[src/rtl/hilo_muldiv_ctrl_pkg.sv]
// hilo_muldiv_ctrl_pkg
//   Shared definitions for the HI/LO multiply/divide sequencer: op codes,
//   FSM states, iteration-core mode and small op-classification helpers.
package hilo_muldiv_ctrl_pkg;

    typedef enum logic [2:0] {
        OP_MULT  = 3'b000,
        OP_MULTU = 3'b001,
        OP_DIV   = 3'b010,
        OP_DIVU  = 3'b011,
        OP_MTHI  = 3'b100,
        OP_MTLO  = 3'b101,
        OP_MADD  = 3'b110,
        OP_MSUB  = 3'b111
    } op_e;

    typedef enum logic [1:0] {
        ST_IDLE = 2'd0,
        ST_RUN  = 2'd1,
        ST_FIX  = 2'd2,
        ST_ACC  = 2'd3
    } state_e;

    typedef enum logic {
        MODE_MUL = 1'b0,
        MODE_DIV = 1'b1
    } mode_e;

    // MULT/MULTU/DIV/DIVU
    function automatic logic is_muldiv(input op_e op);
        return (op == OP_MULT) || (op == OP_MULTU) || (op == OP_DIV) || (op == OP_DIVU);
    endfunction

    function automatic logic is_div(input op_e op);
        return (op == OP_DIV) || (op == OP_DIVU);
    endfunction

    function automatic logic is_madd(input op_e op);
        return (op == OP_MADD) || (op == OP_MSUB);
    endfunction

    // Ops whose operands are treated as two's complement
    function automatic logic is_signed_op(input op_e op);
        return (op == OP_MULT) || (op == OP_DIV) || (op == OP_MADD) || (op == OP_MSUB);
    endfunction

endpackage

[src/rtl/hilo_muldiv_ctrl_iter_core.sv]
// hilo_iter_core
//   One combinational radix-2 step of the iterative multiply/divide.
//   MODE_MUL : shift-add. acc = {partial product, remaining multiplier bits};
//              adds opnd_in into the upper half when acc[0] is set, then
//              shifts the whole (carry,hi,lo) right by one.
//   MODE_DIV : restoring divide. acc = {partial remainder, dividend/quotient};
//              shifts left by one, trial-subtracts opnd_in from the upper
//              part and shifts the quotient bit into the bottom.
// Ports
//   acc_in   in   2*WIDTH  current {hi,lo} working value
//   opnd_in  in   WIDTH    multiplicand or divisor (magnitude)
//   mode_in  in   mode_e   multiply or divide step
//   acc_out  out  2*WIDTH  next {hi,lo} working value
module hilo_iter_core
    import hilo_muldiv_ctrl_pkg::*;
#(
    parameter int unsigned WIDTH = 32
) (
    input  logic [2*WIDTH-1:0] acc_in,
    input  logic [WIDTH-1:0]   opnd_in,
    input  mode_e              mode_in,
    output logic [2*WIDTH-1:0] acc_out
);

    logic [WIDTH:0] mul_sum;
    logic [WIDTH:0] div_trial;

    always_comb begin
        mul_sum   = {1'b0, acc_in[2*WIDTH-1:WIDTH]}
                  + (acc_in[0] ? {1'b0, opnd_in} : '0);
        // Remainder shifted left with the next dividend bit brought in.
        // Since rem < divisor, this fits in WIDTH+1 bits and bit WIDTH of the
        // difference is a clean borrow flag.
        div_trial = acc_in[2*WIDTH-1:WIDTH-1] - {1'b0, opnd_in};
        acc_out   = '0;
        if (mode_in == MODE_MUL) begin
            acc_out = {mul_sum, acc_in[WIDTH-1:1]};
        end else if (!div_trial[WIDTH]) begin
            acc_out = {div_trial[WIDTH-1:0], acc_in[WIDTH-2:0], 1'b1};
        end else begin
            acc_out = {acc_in[2*WIDTH-2:WIDTH-1], acc_in[WIDTH-2:0], 1'b0};
        end
    end

endmodule

[src/rtl/hilo_muldiv_ctrl.sv]
// hilo_muldiv_ctrl
//   Multi-cycle sequencer for the HI/LO multiply/divide resource. Accepts
//   MULT/MULTU/DIV/DIVU/MTHI/MTLO from EX, runs an iterative radix-2 core
//   for WIDTH cycles, applies the sign fix-up and owns the HI/LO registers.
//   Optional feature macro: HILO_MADD_EN enables MADD/MSUB (signed multiply
//   followed by a one-cycle accumulate into {HI,LO}); without it ops 110/111
//   are NOPs.
// Ports
//   Clk        in   1      system clock, rising edge
//   Rst_n      in   1      asynchronous active-low reset
//   Start_in   in   1      EX-stage HI/LO op valid
//   Op_in      in   3      op code (see op_e)
//   A_in       in   WIDTH  rs operand
//   B_in       in   WIDTH  rt operand
//   MfReq_in   in   1      ID/EX holds MFHI/MFLO
//   Flush_in   in   1      pipeline flush, aborts an in-flight op
//   Busy_out   out  1      iterative op in flight
//   Stall_out  out  1      Busy_out & (Start_in | MfReq_in)
//   Done_out   out  1      one-cycle pulse when an iterative op writes HI/LO
//   Hi_out     out  WIDTH  HI register
//   Lo_out     out  WIDTH  LO register
module hilo_muldiv_ctrl
    import hilo_muldiv_ctrl_pkg::*;
#(
    parameter int unsigned WIDTH = 32
) (
    input  logic             Clk,
    input  logic             Rst_n,
    input  logic             Start_in,
    input  logic [2:0]       Op_in,
    input  logic [WIDTH-1:0] A_in,
    input  logic [WIDTH-1:0] B_in,
    input  logic             MfReq_in,
    input  logic             Flush_in,
    output logic             Busy_out,
    output logic             Stall_out,
    output logic             Done_out,
    output logic [WIDTH-1:0] Hi_out,
    output logic [WIDTH-1:0] Lo_out
);

`ifdef HILO_MADD_EN
    localparam bit MADD_EN = 1'b1;
`else
    localparam bit MADD_EN = 1'b0;
`endif

    localparam int unsigned CW = (WIDTH > 1) ? $clog2(WIDTH) : 1;

    state_e               state, state_nxt;
    op_e                  op_in_e;
    op_e                  op_q;
    logic [CW-1:0]        cnt;
    logic [2*WIDTH-1:0]   acc;
    logic [2*WIDTH-1:0]   acc_step;
    logic [WIDTH-1:0]     opnd;
    logic [WIDTH-1:0]     a_raw;
    logic                 sign_a, sign_b;
    logic [WIDTH-1:0]     hi_q, lo_q;
    logic                 done_q;

    logic                 accept;
    logic                 start_iter;
    logic                 signed_in;
    logic [WIDTH-1:0]     a_mag, b_mag;
    logic                 madd_q;
    mode_e                core_mode;

    logic [2*WIDTH-1:0]   prod_fix;
    logic [WIDTH-1:0]     quot_fix, rem_fix;
    logic [2*WIDTH-1:0]   hilo_sum, hilo_diff;

    assign op_in_e = op_e'(Op_in);

    // Flush in IDLE suppresses acceptance; Start while busy is never seen here
    always_comb begin
        accept     = (state == ST_IDLE) && Start_in && !Flush_in;
        start_iter = accept && (is_muldiv(op_in_e) || (MADD_EN && is_madd(op_in_e)));
        signed_in  = is_signed_op(op_in_e);
        a_mag      = (signed_in && A_in[WIDTH-1]) ? -A_in : A_in;
        b_mag      = (signed_in && B_in[WIDTH-1]) ? -B_in : B_in;
        madd_q     = MADD_EN && is_madd(op_q);
        core_mode  = is_div(op_q) ? MODE_DIV : MODE_MUL;
    end

    hilo_iter_core #(
        .WIDTH(WIDTH)
    ) u_core (
        .acc_in  (acc),
        .opnd_in (opnd),
        .mode_in (core_mode),
        .acc_out (acc_step)
    );

    // Sign fix-up on the raw magnitude result. The -2^(W-1)/-1 case needs
    // no special handling: |A|/|B| = 2^(W-1) rem 0 and the signs agree, so
    // the unnegated quotient already reads as the most-negative value.
    always_comb begin
        prod_fix  = (sign_a ^ sign_b) ? -acc : acc;
        if (opnd == '0) begin
            quot_fix = '1;
            rem_fix  = a_raw;
        end else begin
            quot_fix = (sign_a ^ sign_b) ? -acc[WIDTH-1:0] : acc[WIDTH-1:0];
            rem_fix  = sign_a ? -acc[2*WIDTH-1:WIDTH] : acc[2*WIDTH-1:WIDTH];
        end
        hilo_sum  = {hi_q, lo_q} + acc;
        hilo_diff = {hi_q, lo_q} - acc;
    end

    // ---------------- FSM: state register ----------------
    always_ff @(posedge Clk or negedge Rst_n) begin
        if (!Rst_n) begin
            state <= ST_IDLE;
        end else begin
            state <= state_nxt;
        end
    end

    // ---------------- FSM: next state ----------------
    always_comb begin
        state_nxt = state;
        unique case (state)
            ST_IDLE: if (start_iter) state_nxt = ST_RUN;
            ST_RUN: begin
                if (Flush_in)        state_nxt = ST_IDLE;
                else if (cnt == '0)  state_nxt = ST_FIX;
            end
            ST_FIX: begin
                if (Flush_in)        state_nxt = ST_IDLE;
                else if (madd_q)     state_nxt = ST_ACC;
                else                 state_nxt = ST_IDLE;
            end
            ST_ACC:                  state_nxt = ST_IDLE;
            default:                 state_nxt = ST_IDLE;
        endcase
    end

    // ---------------- FSM: outputs ----------------
    always_comb begin
        Busy_out  = (state != ST_IDLE);
        Stall_out = Busy_out && (Start_in || MfReq_in);
        Done_out  = done_q;
        Hi_out    = hi_q;
        Lo_out    = lo_q;
    end

    // ---------------- Datapath: counter, working regs, HI/LO ----------------
    always_ff @(posedge Clk or negedge Rst_n) begin
        if (!Rst_n) begin
            op_q   <= OP_MULT;
            cnt    <= '0;
            acc    <= '0;
            opnd   <= '0;
            a_raw  <= '0;
            sign_a <= 1'b0;
            sign_b <= 1'b0;
            hi_q   <= '0;
            lo_q   <= '0;
            done_q <= 1'b0;
        end else begin
            done_q <= 1'b0;
            unique case (state)
                ST_IDLE: begin
                    if (start_iter) begin
                        op_q   <= op_in_e;
                        sign_a <= signed_in && A_in[WIDTH-1];
                        sign_b <= signed_in && B_in[WIDTH-1];
                        acc    <= {{WIDTH{1'b0}}, a_mag};
                        opnd   <= b_mag;
                        a_raw  <= A_in;
                        cnt    <= CW'(WIDTH - 1);
                    end else if (accept && (op_in_e == OP_MTHI)) begin
                        hi_q <= A_in;
                    end else if (accept && (op_in_e == OP_MTLO)) begin
                        lo_q <= A_in;
                    end
                end
                ST_RUN: begin
                    if (!Flush_in) begin
                        acc <= acc_step;
                        if (cnt != '0) cnt <= cnt - 1'b1;
                    end
                end
                ST_FIX: begin
                    if (!Flush_in) begin
                        if (madd_q) begin
                            // Hand the signed product to the ACC cycle
                            acc <= prod_fix;
                        end else begin
                            if (is_div(op_q)) begin
                                hi_q <= rem_fix;
                                lo_q <= quot_fix;
                            end else begin
                                {hi_q, lo_q} <= prod_fix;
                            end
                            done_q <= 1'b1;
                        end
                    end
                end
                ST_ACC: begin
                    if (!Flush_in) begin
                        {hi_q, lo_q} <= (op_q == OP_MSUB) ? hilo_diff : hilo_sum;
                        done_q       <= 1'b1;
                    end
                end
                default: ;
            endcase
        end
    end

endmodule

[config.mk]
export PLATFORM = sky130hd
export DESIGN_NAME = hilo_muldiv_ctrl
export DESIGN_NICKNAME = d
export VERILOG_FILES = /design/src/rtl/hilo_muldiv_ctrl_pkg.sv /design/src/rtl/hilo_muldiv_ctrl_iter_core.sv /design/src/rtl/hilo_muldiv_ctrl.sv
export SDC_FILE = /design/constraint.sdc
export NUM_CORES = 1
export LEC_CHECK = 0
export CAP_MARGIN = 40
export CORE_MARGIN = 2
export CORE_UTILIZATION = 29
export CTS_CLUSTER_DIAMETER = 30
export DETAILED_ROUTE_END_ITERATION = 16
export DONT_BUFFER_PORTS = 1
export PLACE_DENSITY_LB_ADDON = 0.12
export SKIP_LAST_GASP = 1
export SYNTH_ARGS = -nofsm -noshare
export SYNTH_HDL_FRONTEND = slang
export SYNTH_SLANG_ARGS = --single-unit
[constraint.sdc]
create_clock -name Clk -period 5.2 [get_ports Clk]
set_input_delay 0.52 -clock Clk [delete_from_list [all_inputs] [get_ports Clk]]
set_output_delay 0.52 -clock Clk [all_outputs]
set_load 0.005 [all_outputs]
# Word-level counts from Yosys, hierarchy flattened

Index checks and enable logic that the tools add are counted.

Logic and storage cells: 115
Output and inout bits: 67
Bits in registers: 205
Bits of input ports: 72

Multiplexer cells: 38
Equal/unequal tests: 23
Add/subtract/negate cells: 10
Bitwise logic cells: 1
Reduce and logical (&&, ||, !) cells: 32

Operators with widths:

| operator             | count |
|---|---|
| $mux W32             | 18 |
| $mux W64             | 6 |
| $pmux W32 S3         | 2 |
| $neg A32 Y32         | 4 |
| $pmux W64 S2         | 1 |
| $add A64 B64 Y64     | 1 |
| $neg A64 Y64         | 1 |
| $sub A64 B64 Y64     | 1 |
| $add A32 B33 Y33     | 1 |
| $sub A33 B32 Y33     | 1 |
| $logic_not A32 Y1    | 1 |
| $eq A3 B3 Y1 const B | 5 |
| $mux W5              | 3 |
| $ne A2 B2 Y1 const B | 7 |
| $eq A3 B2 Y1 const B | 4 |
| $pmux W5 S2          | 1 |
| $logic_and A1 B1 Y1  | 8 |
| $logic_or A1 B1 Y1   | 8 |
| $mux W2              | 3 |
| $pmux W2 S3          | 1 |
| $reduce_and A6 Y1    | 1 |
| $logic_not A5 Y1     | 1 |
| $reduce_and A5 Y1    | 1 |
| $reduce_bool A5 Y1   | 1 |
| 17 further kinds     | 23 |

# Depth between registers and ports, before layout

Depth in word-level cells: 8
Depth in mapped cells: 23
Gate-level depth less buffers: 20

# Hierarchy

Synthesis repeated with hierarchy kept, for this count alone.

Cells, all modules: 3,072
Area, all modules: 22,725.5 um2

By module, submodules not included:

| module           | seq. area each (um2) | area an instance (um2) | cells each | times used |
|---|---|---|---|---|
| hilo_muldiv_ctrl | 5,129.9              | 18,126.1               | 2,431      | 1 |
| hilo_iter_core   | 0.0                  | 4,599.4                | 641        | 1 |

# Least setup slack after synthesis

Ideal clock, no wire load.

Path kind: register -> register
Start point: register acc[0]
End point: register hi_q[13], in the netlist Hi_out[13]
Required time: 5,064 ps
Arrival: 4,969 ps
Period minus slack after synthesis: 5,105 ps
Cell stages (with the launch flop): 23
Path buffers: 3
Path slack: 95 ps
Setup time: 136 ps
Path through: dfrtp_1 > clkinv_1 > clkbuf_1 > ha_1 > nor4b_1 > nand2_1 > nand4b_1 > nor2_1 > buf_2 > buf_1 > a21oi_1 > xnor2_1 > ha_1 > a21o_1 > a21o_1 > a21oi_1 > inv_1 > or3_1 > o21ai_0 > a21oi_1 > or3_1 > a311oi_1 > o21ai_0

Word-level cells in the longest chain between the ends: 5
Elaborated cells on any way between the ends: 9
Those cells by class: add/sub (3); mux (6)

Ends and longest elaborated chain:

| item                   | line                    | text |
|---|---|---|
| start, declared        | hilo_muldiv_ctrl.sv:54  | `logic [2*WIDTH-1:0] acc;` |
| start signal, assigned | hilo_muldiv_ctrl.sv:169 | `acc <= {{WIDTH{1'b0}}, a_mag};` |
| start signal, assigned | hilo_muldiv_ctrl.sv:181 | `acc <= acc_step;` |
| start signal, assigned | hilo_muldiv_ctrl.sv:189 | `acc <= prod_fix;` |
| $neg A64 Y64           | hilo_muldiv_ctrl.sv:99  | `prod_fix = (sign_a ^ sign_b) ? -acc : acc;` |
| $mux W64               | hilo_muldiv_ctrl.sv:99  |  |
| $mux W32               | hilo_muldiv_ctrl.sv:191 | `if (is_div(op_q)) begin` |
| $mux W32               | hilo_muldiv_ctrl.sv:186 | `if (!Flush_in) begin` |
| $pmux W32 S3 *         | hilo_muldiv_ctrl.sv:163 | `unique case (state)` |
| end signal, assigned   | hilo_muldiv_ctrl.sv:174 | `hi_q <= A_in;` |
| end signal, assigned   | hilo_muldiv_ctrl.sv:192 | `hi_q <= rem_fix;` |
| end signal, assigned   | hilo_muldiv_ctrl.sv:195 | `{hi_q, lo_q} <= prod_fix;` |
| end, declared          | hilo_muldiv_ctrl.sv:59  | `logic [WIDTH-1:0] hi_q, lo_q;` |

Every way passes the cells marked *; elsewhere a longest branch is shown, timed or not. The select of a mux whose other input is x is not followed.
A chain may end at the register's enable or synchronous reset.

# Worst setup path in the final report

Start point: register acc[10]
End point: register hi_q[30], in the netlist Hi_out[30]

Same word-level chain as after synthesis.

==> results.sh <==
export IMPL_finClkSkew_ps=33.0
export IMPL_finalNonFillerCells=4207
export IMPL_async_flop_share_pct=100
export IMPL_number_of_enable_type_register_cells_in_the_synthesized_netlist=0
export IMPL_reg2reg_from="acc[10]"
export IMPL_power_total_w=0.0180
export IMPL_numPlacedInstances=4041
export IMPL_crit_chain="or4_4 -> nor4_4 -> buf_4 -> nand3_1 -> or3_1 -> nor3_2 -> nor2_1 -> xnor2_1 -> ha_1 -> and2_1 -> nand4_1 -> or4_1 -> o21bai_1 -> o221a_2 -> a21oi_1 -> a211oi_1 -> buf_4 -> buf_4 -> o21ai_0 -> xnor2_1 -> o22ai_1"
export IMPL_worst_ep_arrival_time_ps=5420
export IMPL_critPathLaunchType="flip-flop"
export IMPL_vdd_ir_drop_worst_mv=0.249
export IMPL_tightest_slew_ps=1210
export IMPL_place_congestion=0.953
export IMPL_fmax_mhz=203
export IMPL_filler_cell_count=7943
export IMPL_first_global_vias=22700
export IMPL_crit_required_ps=5690
export IMPL_failing_checks="hold timing"
export IMPL_setup_tns_ps=0
export IMPL_timing_critical_path_to_type="flip-flop"
export IMPL_min_period_ps=4930
export IMPL_fp_dieArea_mm2=0.0778
export IMPL_detail_route_wl_per_cell_um=24.2
export IMPL_drt_wl_total_mm=102
export IMPL_syn_inst_count=3061
export IMPL_viasPerCell=5.53
export IMPL_critical_path_class="flip-flop to flip-flop"
export IMPL_detail_route_antenna_nets=0
export IMPL_worstPathBufferInverterCount=3
export IMPL_cts_max_level=3
export IMPL_drt_iter0_drc=1971
export IMPL_grt_start_max_net_pins=206
export IMPL_critPathSlowestCell="or4_4"
export IMPL_max_slew_headroom_pct=19.3
export IMPL_fin_nets=3380
export IMPL_clk_latency_ps=630
export IMPL_critical_path_peak_fanout=6
export IMPL_route_vias_total=23200
export IMPL_synth_yosys_warnings=0
export IMPL_r2r_slack_ps=270
export IMPL_die_width_um=279
export IMPL_cpLargestDelayFamily="simple AND/OR/NAND/NOR gates"
export IMPL_remaining_drc_errors=0
export IMPL_holdWs_ps=-31.8
export IMPL_grt_total_usage_pct=25.7
export IMPL_ys_types=74
export IMPL_grt_pass1_wl_mm=150
export IMPL_detailedRoute_firstPassIterationCount=5
export IMPL_worstSetupStartpoint="acc[10]"
export IMPL_io_buffers=0
export IMPL_hold_violations=16
export IMPL_numClockSinks=205
export IMPL_postSynth_topFlopCell="dfrtp_1"
export IMPL_core_area_mm2=0.0747
export IMPL_cts_buffers=79
export IMPL_syn_mean_instance_area_um2=7.16
export IMPL_p_leak_nw=12.1
export IMPL_setup_violations_final=0
export IMPL_root_buffer_selected_by_cts="clkbuf_16"
export IMPL_initial_utilization_pct=29.4
export IMPL_antenna_violations_before_repair=2
export IMPL_placement_cell_area_mm2=0.0242
export IMPL_top_level_ports=139
export IMPL_cts_tree="done"
export IMPL_min_path_type="primary input to async pin"
export IMPL_timing_max_transition_violations_final=0
export IMPL_cts_reportedPaths_clkPinSlew_ps=40
export IMPL_cpPeakStageDelay_ps=590
export IMPL_final_cell_mix="490 x nand2_1, 309 x o21ai_0, 277 x a21oi_1"
export IMPL_combined_area_of_all_synthesized_cells_mm2=0.0219
export IMPL_area_delta_synth_final_pct=24.1
export IMPL_max_cap_violations=0
export IMPL_synth_seq_area_share_pct=23.4
export IMPL_detailed_place_hpwl_mm=80.0
export IMPL_result_of_the_run="complete, but fails checks"
export IMPL_commonest_non_fill_non_tap_cell_in_the_layout="nand2_1"
export IMPL_layout_worst_path_cycle_share_pct=94.8
export IMPL_placementRows=100
export IMPL_yosys_register_bits=205
export IMPL_stdcell_area_mm2=0.0272
export IMPL_layout_cells_sized_above_1_pct=13.5
export IMPL_synth_fp_nets=3269
export IMPL_clk_path_buf_depth=3
export IMPL_critical_path_top_cell_by_count="buf_4"
export IMPL_power_density_mw_per_mm2=662
export IMPL_gr_total_overflow=0
export IMPL_fp_dieH_um=279
==> final timing paths <==
path	end	cells after the start
setup / recovery	Hi_out[30]	21
hold / removal	opnd[4]	1
setup reg to reg	Hi_out[30]	21
hold reg to reg	a_raw[17]	2
max in group asynchronous	a_raw[29]	1
min in group Clk	a_raw[28]	2
==> cells by family after synthesis <==
group                    after synthesis  synth area share (%)
AND/OR/NAND/NOR                     1135                  23.7
AO/OA/AOI/OAI                        923                  25.3
XOR/XNOR                             323                  12.9
buffers and inverters                311                  5.51
flip-flops                           205                  23.4
adder cells (fa/ha/maj)              136                  7.86
multiplexers                          28                  1.32
==> synth_stat cells, types with 24 or more instances <==
master	count	area [um^2]
o21ai_0	312	1560
nor3_1	53	265
nor2b_1	46	288
nor2_1	253	950
a21o_1	53	398
nand3_1	79	395
nor4_1	32	200
a21oi_1	279	1400
a221oi_1	33	289
ha_1	133	1660
xor2_1	138	1210
xnor2_1	185	1620
nand4_1	35	219
or3_1	27	169
o221ai_1	24	210
o31ai_1	24	180
a31oi_1	24	150
inv_1	87	327
nand2_1	490	1840
clkbuf_1	192	721
nand2b_1	33	206
dfrtp_1	205	5130
==> stage by stage <==
stage          utilization, %  worst slack (ps)  hold slack (ps)
6_report                 36.4               268            -31.8
5_1_grt                  36.4             -5.25             28.9
4_1_cts                  36.3              17.7             6.27
3_5_place_dp             32.4              78.8              245
3_3_place_gp             32.2               100              243
2_1_floorplan               -              95.3              224
==> repair_timing <==
action                                  CTS  global route
gates resized for setup                   0            18
endpoints found under the hold margin   222             0
setup buffers                             0             1
endpoints found under the setup margin    0            17
hold buffers                             18             0
==> final cells by class <==
| type | instances | area, um^2 | area share (%) |
|---|---|---|---|
| multi-input cells | 2545 | 15700 | 57.8 |
| flip-flops and latches | 205 | 5130 | 18.8 |
| clock buffers | 109 | 2270 | 8.34 |
| repair buffers | 253 | 2060 | 7.57 |
| well taps | 969 | 1210 | 4.45 |
| clock inverters | 36 | 485 | 1.78 |
| inverters | 88 | 330 | 1.21 |
| diodes | 2 | 5.00 | 0.0184 |
==> metal layers <==
| layer | part of all wire (%) | global-route usage (%) | wire length [um] | vias to the layer above |
|---|---|---|---|---|
| met1 | 46 | 35.7 | 46900 | 11200 |
| met2 | 44 | 39.6 | 44300 | 802 |
| met4 | 3.8 | 9.82 | 3870 | 0 |
| li1 | - | - | - | 11100 |
| met3 | 6.5 | 4.38 | 6640 | 155 |
| met5 | 0 | 0 | 0 | - |
==> power by group <==
group | internal [W] | switching [W]
clock network | 0.00334 | 0.00143
logic | 0.00422 | 0.00631
registers | 0.00207 | 0.000626
total | 0.00964 | 0.00837
==> state kept, by name, indices dropped and copies added (netlist names) <==
signal / count
Done_out: 1
Hi_out: 32
Lo_out: 32
a_raw: 32
acc: 64
cnt: 5
op_q: 3
opnd: 32
sign_a: 1
sign_b: 1
state: 2
==> worst reg2reg max path, delay by kind of cell, from the launching register on <==
family	cells	cell delay [ps]
and+or+nand+nor	9	2260
AOI/OAI and AO/OA	6	1010
buffers and inverters	3	490
DFF	1	370
adders and majority gates	1	360
xor gates and xnor gates	2	290
Power figures use the tool's default switching activity.
